File: config.mk
export PLATFORM = sky130hd
export DESIGN_NAME = vending_machine_n
export DESIGN_NICKNAME = d
export VERILOG_FILES = /design/src/rtl/vending_pkg.sv /design/src/rtl/change_picker.sv /design/src/rtl/vending_machine_n.sv
export SDC_FILE = /design/constraint.sdc
export NUM_CORES = 1
export LEC_CHECK = 0
export BUFFER_PORTS_ARGS = -buffer_cell sky130_fd_sc_hd__buf_2
export CAP_MARGIN = 20
export CORE_AREA = 5 5 60 83
export DETAILED_ROUTE_END_ITERATION = 16
export DIE_AREA = 0 0 65 88
export PLACE_DENSITY = 0.84
export SETUP_SLACK_MARGIN = 0.05
export SKIP_CTS_REPAIR_TIMING = 1
export SLEW_MARGIN = 20
export SYNTH_ARGS = -nofsm -noshare
export SYNTH_HDL_FRONTEND = slang
export SYNTH_SLANG_ARGS = --single-unit
File: constraint.sdc
create_clock -name clk -period 2.6 [get_ports clk]
set_clock_uncertainty 0.15 [all_clocks]
set_input_delay 0.52 -clock clk [delete_from_list [all_inputs] [get_ports clk]]
set_output_delay 0.52 -clock clk [all_outputs]
set_load 0.01 [all_outputs]
File: src/rtl/vending_pkg.sv
// Shared definitions for the multi-item vending controller: coin encodings,
// denomination values in nickels and the controller state enum.
package vending_pkg;

    localparam int N_DENOM = 5;

    localparam logic [N_DENOM-1:0] COIN_NICKEL  = 5'b00001;
    localparam logic [N_DENOM-1:0] COIN_DIME    = 5'b00010;
    localparam logic [N_DENOM-1:0] COIN_QUARTER = 5'b00100;
    localparam logic [N_DENOM-1:0] COIN_HALF    = 5'b01000;
    localparam logic [N_DENOM-1:0] COIN_DOLLAR  = 5'b10000;

    typedef enum logic [1:0] {
        S_IDLE    = 2'd0,
        S_COLLECT = 2'd1,
        S_VEND    = 2'd2,
        S_CHANGE  = 2'd3
    } state_e;

    function automatic logic [4:0] denom_value(input int idx);
        case (idx)
            0:       return 5'd1;
            1:       return 5'd2;
            2:       return 5'd5;
            3:       return 5'd10;
            default: return 5'd20;
        endcase
    endfunction

    // Only meaningful for a one-hot coin; callers check one-hotness separately.
    function automatic logic [4:0] coin_value(input logic [N_DENOM-1:0] c);
        logic [4:0] v;
        v = '0;
        for (int i = 0; i < N_DENOM; i++) begin
            if (c[i]) v = v | denom_value(i);
        end
        return v;
    endfunction

endpackage

File: src/rtl/change_picker.sv
// Greedy change selector: largest stocked denomination not exceeding the
// remaining credit. Purely combinational.
module change_picker
    import vending_pkg::*;
#(
    parameter int CREDIT_W = 6
) (
    input  logic [CREDIT_W-1:0] credit_i,
    input  logic [N_DENOM-1:0]  bank_i,
    output logic [N_DENOM-1:0]  coin_o,
    output logic [CREDIT_W-1:0] value_o,
    output logic                none_o
);

    localparam int VAL_W = (CREDIT_W > 5) ? CREDIT_W : 5;

    // Ascending scan: the last hit wins, so the largest eligible coin is kept.
    always_comb begin
        coin_o  = '0;
        value_o = '0;
        none_o  = 1'b1;
        for (int i = 0; i < N_DENOM; i++) begin
            if (bank_i[i] && (VAL_W'(denom_value(i)) <= VAL_W'(credit_i))) begin
                coin_o    = '0;
                coin_o[i] = 1'b1;
                value_o   = CREDIT_W'(denom_value(i));
                none_o    = 1'b0;
            end
        end
    end

endmodule

File: src/rtl/vending_machine_n.sv
// Multi-item vending controller: credit accumulation, single-price vend,
// greedy one-coin-per-cycle change/refund with short-change reporting.
module vending_machine_n
    import vending_pkg::*;
#(
    parameter int N_ITEMS  = 6,
    parameter int PRICE    = 30,
    parameter int CREDIT_W = 6
) (
    input  logic                clk,
    input  logic                reset,
    input  logic                coin_valid,
    input  logic [4:0]          coin,
    input  logic                select_valid,
    input  logic [N_ITEMS-1:0]  item_select,
    input  logic [N_ITEMS-1:0]  inventory,
    input  logic                cancel,
    input  logic [4:0]          bank,
    output logic [N_ITEMS-1:0]  dispense_item,
    output logic [4:0]          dispense_change,
    output logic [CREDIT_W-1:0] credit,
    output logic                busy,
    output logic                coin_reject,
    output logic                select_nak,
    output logic                change_short
);

    localparam int SUM_W = ((CREDIT_W > 5) ? CREDIT_W : 5) + 1;
    localparam logic [SUM_W-1:0] CREDIT_MAX = SUM_W'((1 << CREDIT_W) - 1);
    localparam logic [SUM_W-1:0] PRICE_W    = SUM_W'(PRICE);

    state_e               state_q, state_d;
    logic [CREDIT_W-1:0]  credit_q, credit_d;
    logic [N_ITEMS-1:0]   item_q, item_d;
    logic [N_DENOM-1:0]   chg_q, chg_d;
    logic                 busy_q, busy_d;
    logic                 rej_q, rej_d;
    logic                 nak_q, nak_d;
    logic                 short_q, short_d;

    logic [N_DENOM-1:0]   pick_coin;
    logic [CREDIT_W-1:0]  pick_val;
    logic                 pick_none;
    logic [SUM_W-1:0]     coin_sum;
    logic                 coin_ok, sel_ok, do_pay;

    change_picker #(.CREDIT_W(CREDIT_W)) u_picker (
        .credit_i (credit_q),
        .bank_i   (bank),
        .coin_o   (pick_coin),
        .value_o  (pick_val),
        .none_o   (pick_none)
    );

    assign coin_sum = SUM_W'(credit_q) + SUM_W'(coin_value(coin));
    assign coin_ok  = $onehot(coin) && (coin_sum <= CREDIT_MAX);
    assign sel_ok   = $onehot(item_select) && (|(item_select & inventory))
                      && (SUM_W'(credit_q) >= PRICE_W);

    always_comb begin
        state_d  = state_q;
        credit_d = credit_q;
        item_d   = '0;
        chg_d    = '0;
        rej_d    = 1'b0;
        nak_d    = 1'b0;
        short_d  = 1'b0;
        do_pay   = 1'b0;

        case (state_q)
            S_IDLE, S_COLLECT: begin
                // cancel > coin > select; cancel means nothing with zero credit
                if (cancel && (state_q == S_COLLECT)) begin
                    do_pay = 1'b1;
                    rej_d  = coin_valid;
                    nak_d  = select_valid;
                end else if (coin_valid) begin
                    nak_d = select_valid;
                    if (coin_ok) begin
                        credit_d = coin_sum[CREDIT_W-1:0];
                        state_d  = S_COLLECT;
                    end else begin
                        rej_d = 1'b1;
                    end
                end else if (select_valid) begin
                    if (sel_ok) begin
                        item_d   = item_select;
                        credit_d = credit_q - CREDIT_W'(PRICE);
                        state_d  = S_VEND;
                    end else begin
                        nak_d = 1'b1;
                    end
                end
            end
            default: begin
                rej_d = coin_valid;
                nak_d = select_valid;
                if (credit_q == '0) state_d = S_IDLE;
                else                do_pay  = 1'b1;
            end
        endcase

        // One payout step: the first refund/change coin is issued on the same
        // edge that enters CHANGE, so it shows one cycle after cancel/vend.
        if (do_pay) begin
            if (pick_none) begin
                short_d = 1'b1;
                state_d = S_COLLECT;
            end else begin
                chg_d    = pick_coin;
                credit_d = credit_q - pick_val;
                state_d  = (credit_q == pick_val) ? S_IDLE : S_CHANGE;
            end
        end

        busy_d = (state_d == S_VEND) || (state_d == S_CHANGE);
    end

    always_ff @(posedge clk or negedge reset) begin
        if (!reset) begin
            state_q  <= S_IDLE;
            credit_q <= '0;
            item_q   <= '0;
            chg_q    <= '0;
            busy_q   <= 1'b0;
            rej_q    <= 1'b0;
            nak_q    <= 1'b0;
            short_q  <= 1'b0;
        end else begin
            state_q  <= state_d;
            credit_q <= credit_d;
            item_q   <= item_d;
            chg_q    <= chg_d;
            busy_q   <= busy_d;
            rej_q    <= rej_d;
            nak_q    <= nak_d;
            short_q  <= short_d;
        end
    end

    assign dispense_item   = item_q;
    assign dispense_change = chg_q;
    assign credit          = credit_q;
    assign busy            = busy_q;
    assign coin_reject     = rej_q;
    assign select_nak      = nak_q;
    assign change_short    = short_q;

endmodule

# ---- After elaboration in Yosys (flattened, before gate mapping)
# Cells that the tools add are included.
dict set report word_totals {
  regBits 23
  inputBits 27
  out_inout_bits 21
  elab_cells 115
}
dict set report op_classes {
  add_sub_neg 12
  n_lt_le_gt_ge 7
  eq_ne 6
  mux 63
  bitwise 5
  reduce_logical 14
}
# operator n
set op_table {}
lappend op_table {{$mux W6} 13}
lappend op_table {{$mux W5} 12}
lappend op_table {{$mux W2} 12}
lappend op_table {{$mux W1} 22}
lappend op_table {{$or A5 B5 Y5} 3}
lappend op_table {{$add A1 B1 Y2} 5}
lappend op_table {{$logic_and A1 B1 Y1} 9}
lappend op_table {{$mux W4} 2}
lappend op_table {{$add A6 B5 Y7} 1}
lappend op_table {{$le A7 B6 Y1 const B} 1}
lappend op_table {{$add A2 B2 Y3} 2}
lappend op_table {{$and A6 B6 Y6} 1}
lappend op_table {{$eq A3 B1 Y1 const B} 2}
lappend op_table {{$eq A6 B6 Y1} 1}
lappend op_table {{$ge A6 B5 Y1 const B} 1}
lappend op_table {{$le A1 B6 Y1 const A} 1}
lappend op_table {{$le A2 B6 Y1 const A} 1}
lappend op_table {{$le A3 B6 Y1 const A} 1}
lappend op_table {{$le A4 B6 Y1 const A} 1}
lappend op_table {{$le A5 B6 Y1 const A} 1}
lappend op_table {{$logic_not A6 Y1} 1}
lappend op_table {{$mux W3} 2}
lappend op_table {{$reduce_or A6 Y1} 1}
lappend op_table {{$sub A6 B5 Y6 const B} 1}
lappend op_table {{other kinds (9)} 10}

# ---- Longest topological paths before layout
# Gate-level depths: netlist of the first run.
dict set report logic_depth {
  depth_word 19
  ltp_mapped 15
}

# ---- By module
# From an unflattened synthesis of the first run, not the netlist that was laid out.
dict set report hier_totals {
  hier_cells 202
  area_unflattened_um2 1879.3
}
# mod n_inst cells_each area_each_um2 seq_area_each_um2
set modules_own_cells {}
lappend modules_own_cells {vending_machine_n 1 174 1700.4 575.6}
lappend modules_own_cells {change_picker 1 28 178.9 0.0}

# ---- Worst setup path before layout of the first run
# Ideal clock, no wire load.
dict set report synth_path {
  kind {input-to-reg}
  from {input port item_select[0]}
  to {register credit_q[2] (netlist: credit[2])}
  setup_time_ns 0.129
  t_arrival_ns 3.231
  setup_slack_ns -0.910
  path_stages 12
  path_cell_list {fa_1 -> inv_1 -> fa_1 -> inv_1 -> ha_1 -> inv_1 -> fa_1 -> and3_1 -> o2111ai_1 -> clkbuf_1 -> nor2_1 -> a2111o_1}
}
dict set report synth_via {
  elab_chain_len 13
  elab_cells_between_ends 15
  classes_between {add/sub: 3; eq/ne: 1; mux: 7; bitwise: 1; reduce/logical: 3}
}
# item line
set synth_lines {}
lappend synth_lines {{from (decl)} vending_machine_n.sv:15} ;# input logic [N_ITEMS-1:0] item_select,
lappend synth_lines {{$add A1 B1 Y2 (implied by the code)} vending_machine_n.sv:57} ;# assign sel_ok = $onehot(item_select) && (|(item_select & inventory))
lappend synth_lines {{$add A2 B2 Y3 (implied by the code)} vending_machine_n.sv:57}
lappend synth_lines {{$add A3 B2 Y3 (implied by the code)} vending_machine_n.sv:57}
lappend synth_lines {{$eq A3 B1 Y1} vending_machine_n.sv:57}
lappend synth_lines {{$logic_and A1 B1 Y1 (*)} vending_machine_n.sv:57}
lappend synth_lines {{$logic_and A1 B1 Y1 (*)} vending_machine_n.sv:58} ;# && (SUM_W'(credit_q) >= PRICE_W);
lappend synth_lines {{$mux W6 (*)} vending_machine_n.sv:86} ;# if (sel_ok) begin
lappend synth_lines {{$mux W6 (*)} vending_machine_n.sv:85} ;# end else if (select_valid) begin
lappend synth_lines {{$mux W6 (*)} vending_machine_n.sv:77} ;# end else if (coin_valid) begin
lappend synth_lines {{$mux W6 (*)} vending_machine_n.sv:73} ;# if (cancel && (state_q == S_COLLECT)) begin
lappend synth_lines {{$mux W6 (*)} vending_machine_n.sv:70} ;# case (state_q)
lappend synth_lines {{$mux W6} vending_machine_n.sv:106} ;# if (pick_none) begin
lappend synth_lines {{$mux W6 (*)} vending_machine_n.sv:105} ;# if (do_pay) begin
lappend synth_lines {{named net credit_d[2]} vending_machine_n.sv:33} ;# logic [CREDIT_W-1:0] credit_q, credit_d;
lappend synth_lines {{to (signal assigned)} vending_machine_n.sv:131} ;# credit_q <= credit_d;
lappend synth_lines {{to (decl)} vending_machine_n.sv:33}
# Mark *: on every way through the listed nets, which the timed path passes. The rest lies on a longest branch.

# ---- Final worst setup path of the first run
dict set report layout_path {
  from {input port item_select[0]}
  to {register credit_q[4] (netlist: credit[4])}
}
# The elaborated chain is that of the path after synthesis.

==> results.md, run 1 <==
* Drt first pass iters at 4
* Synth Instances at 208
* Crit path kind: in2reg
* WL final at 5500 um
* Top post-synthesis cells by area: dfrtp_1 31%, ha_1 11%, fa_1 7.5%
* R2r startpoint: credit[2]
* Layout cell share with drive strength beyond 1 at 0.434
* Ports at 48
* Post-DP HPWL at 4460 um
* Fill cells at 342
* Initial Util at 0.449
* Critical path launch point type: primary input
* Synth top area share at 0.307
* R2r setup slk at -270 ps
* First-pass GRT wire length at 8960 um
* Max cap viols at 0
* Antenna diode count at 0
* Status: finished with violations
* Sequential fraction of the synthesis area at 0.307
* Die height at 88 um
* Critical Path AT at 3410 ps
* Synth async-reset ratio at 1.00
* Final slew viol count at 0
* Clock buffer depth at 2
* Placer Congestion at 0.892
* Root Buffer: clkbuf_8
* Slew @ Worst Pin at 518 ps
* Yosys Warn Count at 0
* Sequential share of power at 0.193
* Initial antenna violation count at 0
* Final Hold Slack at 71.3 ps
* Synth unique cells at 50
* Worst Setup End Kind: flip-flop
* Post-DRT Antenna Nets at 0
* EDFF count, synth at 0
* Failing checks: negative setup slack
* Routed WL per cell at 15.4 um
* P_leak at 1.35 nW
* Nets at 362
* Total GRT Usage at 0.199
* DR vias/cell at 5.50
* Worst r2r path cells at 11
* Final worst slack at -779 ps
* Final core occ at 0.667
* Top-count cell post-synth: dfrtp_1
* Yosys top cell by area: dfrtp_1
* Synthesized cell area at 1870 um2
* Final hold violation count at 0
* CP endpoint: credit[4]
* Drt drc at 0
* Sw Pwr at 1.31 mW
* Worst reg2reg path endpoint: credit[5]
* CTS H-Tree Depth at 1
* Syn_area_per_cell at 9.01 um2
* Clock group share of total power at 0.077
* CTS tree: yes
* #FFs+latches synth at 23
* Final setup fails at 16
* Max frequency at 296 MHz
* Reg clk slew, reported paths at 80 ps
* Num rows at 28
* Synth top cells by count: 23 x dfrtp_1, 21 x inv_1, 18 x nand2_1
* Port bufs at 47
* RSZ-0062 raised after global routing: yes
* Internal at 1.58 mW
* Max transition margin at 0.655
* Tmin final at 3380 ps
* Vias in the first global route at 1982
* DIE AREA at 5720 um2
* Die width at 65 um
* Synth Flop Type: dfrtp_1
* Data required time of the worst path at 2630 ps
* Sw Share at 0.453
* Pwr per Cell Area at 1040 nW/um2
* DRT iter0 DRCs at 94
* Syn Nets at 258
* Worst Setup SP: item_select[0]
* CTS Buf Count at 3
* Period utilization at 1.30
* Worst skew pair latency at 260 ps
* Num Clock Sinks at 23
* Worst hold path type: in2async
* Comb power frac at 0.731
* CP max FO at 3
* Largest net degree at the start of global routing at 24
* Grt ovf at 0
* Routed vias at 1957
* Core area at 4170 um2
* Max IR drop VDD at 626 uV
* Area Overhead vs Synth at 48.4%
cell families (layout without fill, tap and decap cells):
group / count (synthesis) / after routing / share of synthesized area
and+or+nand+nor: 69 / 69 / 0.184
DFF: 23 / 23 / 0.307
xor gates and xnor gates: 6 / 6 / 0.0281
adders and majority gates: 23 / 23 / 0.182
AOI/OAI and AO/OA: 59 / 60 / 0.229
buffers and inverters: 25 / 127 / 0.0541
muxes: 3 / 3 / 0.0160
per-stage QoR:
step	setup slack [ps]	cells	TNS, ps	power (mW)	cell area, um2
after floorplan	-789	208	-9320	1.73	1920
after global placement	-1080	348	-14330	2.50	2560
after detailed placement	-1120	348	-14830	2.55	2560
after CTS	-856	352	-10500	2.78	2610
after global routing	-859	356	-10450	3.15	2780
final	-779	356	-9120	2.89	2780
how the worst min path moves through the flow:
stage,startpoint,endpoint,depth (start not counted)
after floorplan,reset,busy,0
after global placement,reset,dispense_change[0],1
after detailed placement,reset,dispense_change[0],1
after CTS,reset,busy,1
after global routing,reset,dispense_change[0],1
final,reset,dispense_change[0],1
power by group through the flow:
stage                     sequential (mW)  clock, mW  combinational, mW
after floorplan                     0.626          0               1.10
final                               0.556      0.222               2.11
after CTS                           0.556      0.222               2.00
after global routing                0.571      0.243               2.33
after detailed placement            0.562          0               1.99
after global placement              0.560          0               1.94
worst max-delay path, stage by stage:
cell and delay (ps):
buf_8 100, fa_1 540, inv_1 50, fa_1 420, inv_1 70, ha_2 170
inv_2 40, fa_1 500, and3_4 200, o211ai_1 110, or3_1 350, a21oi_2 170
a2bb2oi_1 180
flip-flops by register name, indices dropped and copies added (netlist names):
name / cells
state_q: 2
change_short: 1
busy: 1
dispense_item: 6
coin_reject: 1
credit: 6
select_nak: 1
dispense_change: 5
metal layers:
metal	share of wire	global-route usage
met1	0.38	0.233
met4	0.025	0.0750
met2	0.55	0.379
met3	0.043	0.0103
met5	0	0
layout by cell type (no fill, tap or decap), drive strengths merged, types with 4 or more instances in the layout:
cell type / instances
buf: 101
dfrtp: 23
inv: 22
nand2: 18
ha: 16
nor2: 16
a21oi: 14
o21ai: 10
nand3: 8
fa: 7
and2: 6
nor3: 6
a22oi: 4
a31oi: 4
xnor2: 4
or2: 4
final cells by class:
class	instances	area [um2]	area share
clock inverter	1	5.00	0.00180
sequential	23	576	0.207
inverter	22	82.6	0.0297
multi-input combinational	161	1350	0.484
timing repair buffer	101	672	0.242
clock buffer	3	41.3	0.0149
tap	45	56.3	0.0203
Power figures use the tool's default switching activity.
==> run 2: changes to the inputs <==
--- a/config.mk
+++ b/config.mk
@@ -10,7 +10,7 @@
 export CORE_AREA = 5 5 60 83
 export DETAILED_ROUTE_END_ITERATION = 16
 export DIE_AREA = 0 0 65 88
-export PLACE_DENSITY = 0.84
+export PLACE_DENSITY = 0.81
 export SETUP_SLACK_MARGIN = 0.05
 export SKIP_CTS_REPAIR_TIMING = 1
 export SLEW_MARGIN = 20
==> constraint.sdc (replaced) <==
create_clock -name clk -period 4.3 [get_ports clk]
set_clock_uncertainty 0.15 [all_clocks]
set_input_delay 0.86 -clock clk [delete_from_list [all_inputs] [get_ports clk]]
set_output_delay 0.86 -clock clk [all_outputs]
set_load 0.01 [all_outputs]
==> results.md, run 2 (synthesis results as in run 1) <==
* Status: completed (was finished with violations)
* CTS tree: yes (unchanged)
* Clock buffer depth at 2 (unchanged)
* Slowest CP cell: fa_1 (unchanged)
* Antenna diode count at 0 (unchanged)
* Most frequent cells in the layout: 47 x buf_2, 23 x dfrtp_1, 21 x inv_1 (was 50 x buf_4, 45 x buf_2, 23 x dfrtp_1)
* Crit path kind: in2reg (unchanged)
* Vias in the first global route at 1755 (was 1982)
* Post-DRT Antenna Nets at 0 (unchanged)
* CP max FO at 7 (was 3)
* Pwr per Cell Area at 640 nW/um2 (was 1040 nW/um2)
* Nets at 308 (was 362)
* Worst skew pair latency at 270 ps (was 260 ps)
* Layout cell share with drive strength beyond 1 at 0.237 (was 0.434)
* Grt ovf at 0 (unchanged)
* Placed Instances at 298 (was 348)
* Largest delay share family, worst path: adder cells (unchanged)
* Comb power frac at 0.620 (was 0.731)
* Core area at 4170 um2 (unchanged)
* Period utilization at 0.875
* Data required time of the worst path at 4300 ps (was 2630 ps)
* Max transition margin at 0.522 (was 0.655)
* Routed vias at 1761 (was 1957)
* Worst path bufs/invs at 5 (was 4)
* Placer Congestion at 0.920 (was 0.892)
* Total GRT Usage at 0.167 (was 0.199)
* Die height at 88 um (unchanged)
* Post-DP HPWL at 3770 um (was 4460 um)
* RSZ-0062 raised after global routing: no (was yes)
* Reg clk slew, reported paths at 80 ps (about the same)
* R2r startpoint: credit[1] (was credit[2])
* DIE AREA at 5720 um2 (unchanged)
* Clock group share of total power at 0.098 (was 0.077)
* Worst Setup End Kind: flip-flop (unchanged)
* Worst hold path type: in2async (unchanged)
* Total negative slack at 0 ps (was -9120 ps)
* Largest net degree at the start of global routing at 24 (unchanged)
* Critical Path AT at 3760 ps (was 3410 ps)
* First-pass GRT wire length at 7610 um (was 8960 um)
* Num rows at 28 (unchanged)
* Final setup fails at 0 (was 16)
* Die width at 65 um (unchanged)
* Root Buffer: clkbuf_8 (unchanged)
* Num Clock Sinks at 23 (unchanged)
* Drt first pass iters at 4 (unchanged)
* CP cell instances: buf_2 -> fa_1 -> inv_1 -> fa_1 -> inv_1 -> ha_1 -> inv_1 -> fa_1 -> and3_1 -> o2111ai_1 -> buf_4 -> o21ai_0 -> o31a_1 -> o211ai_1 (was buf_8 -> fa_1 -> inv_1 -> fa_1 -> inv_1 -> ha_2 -> inv_2 -> fa_1 -> and3_4 -> o211ai_1 -> or3_1 -> a21oi_2 -> a2bb2oi_1)
* Tmin final at 3760 ps
* Area Overhead vs Synth at 17.4% (was 48.4%)
* Final core occ at 0.528 (was 0.667)
* Critical path launch point type: primary input (unchanged)
* P_leak at 1.08 nW (was 1.35 nW)
* Initial antenna violation count at 0 (unchanged)
* Internal at 0.722 mW (was 1.58 mW)
* Slew @ Worst Pin at 715 ps (was 518 ps)
* DR vias/cell at 5.83 (was 5.50)
* Worst Setup SP: item_select[0] (unchanged)
* Fin cells at 302 (was 356)
* Max IR drop VDD at 255 uV (was 626 uV)
* Port bufs at 47 (unchanged)
* CTS H-Tree Depth at 1 (unchanged)
* Commonest non-fill, non-tap cell in the layout: buf_2 (was buf_4)
* Drt drc at 0 (unchanged)
* Final hold violation count at 0 (unchanged)
* Final slew viol count at 0 (unchanged)
* Crit-path max cell delay at 540 ps (about the same)
* Sw Pwr at 0.687 mW (was 1.31 mW)
* Max cap viols at 0 (unchanged)
* Sequential share of power at 0.282 (was 0.193)
* Routed WL per cell at 15.1 um (was 15.4 um)
* WL final at 4560 um (was 5500 um)
* Sw Share at 0.487 (was 0.453)
* Max frequency at 266 MHz
* Ports at 48 (unchanged)
* CTS Buf Count at 3 (unchanged)
* Final Hold Slack at 396 ps (was 71.3 ps)
* DRT iter0 DRCs at 91 (was 94)
* Initial Util at 0.449 (unchanged)
## run 2: changes by cell type in the layout (fill, tap and decap cells not counted), sizes merged
cell	delta
buf	-53
o2111ai	-1
## run 2: power groups by stage
stage	sequential (mW)	combinational, mW	clock, mW
2_1_floorplan	0.379	0.647	0
3_3_place_gp	0.397	0.843	0
3_5_place_dp	0.399	0.867	0
4_1_cts	0.394	0.870	0.137
5_1_grt	0.408	0.971	0.147
6_report	0.397	0.873	0.138
## run 2: final cells by class
cell class              count  area, um2
fillers                   389       1970
clock inverters             1       5.00
clock buffers               3       41.3
multi-input cells         160       1200
well taps                  45       56.3
flip-flops and latches     23        576
inverters                  22       82.6
repair buffers             48        243
## run 2: path summary, 6_finish.rpt
| check | to | slack (ps) | depth (start not counted) |
|---|---|---|---|
| worst max-delay path | credit[1] | 540 | 14 |
| worst min-delay path | change_short | 400 | 1 |
| worst max register to register | credit[5] | 1010 | 15 |
| worst min register to register | state_q[0] | 500 | 3 |
| max in group asynchronous | dispense_item[1] | 3260 | 1 |
| min in group clk | state_q[0] | 500 | 3 |
## run 2: layer usage
| metal | wire (um) | global-route usage |
|---|---|---|
| met1 | 1790 | 0.186 |
| met2 | 2440 | 0.324 |
| met3 | 212 | 0.00385 |
| met4 | 114 | 0.0788 |
| met5 | 0 | 0 |
## run 2: worst reg2reg max path, cell delays in order (launching register included)
cell and delay [ps]:
dfrtp_1 620, inv_1 200, ha_1 230, nand2_1 80, nand3_1 80, nand2_1 170
nor2_1 60, nor2_1 130, o21ai_0 190, ha_1 320, nor2b_1 140, nor3_1 190
o21bai_1 120, a211oi_1 230, a21oi_1 90, xnor2_1 160
## run 2: per-stage QoR
| step | setup slack (ps) | total power [mW] | cell area (um2) |
|---|---|---|---|
| CTS | 522 | 1.40 | 2200 |
| global placement | 304 | 1.24 | 2150 |
| global route | 355 | 1.53 | 2200 |
| detailed placement | 263 | 1.27 | 2150 |
| floorplan | 450 | 1.03 | 1870 |
| finish | 538 | 1.41 | 2200 |
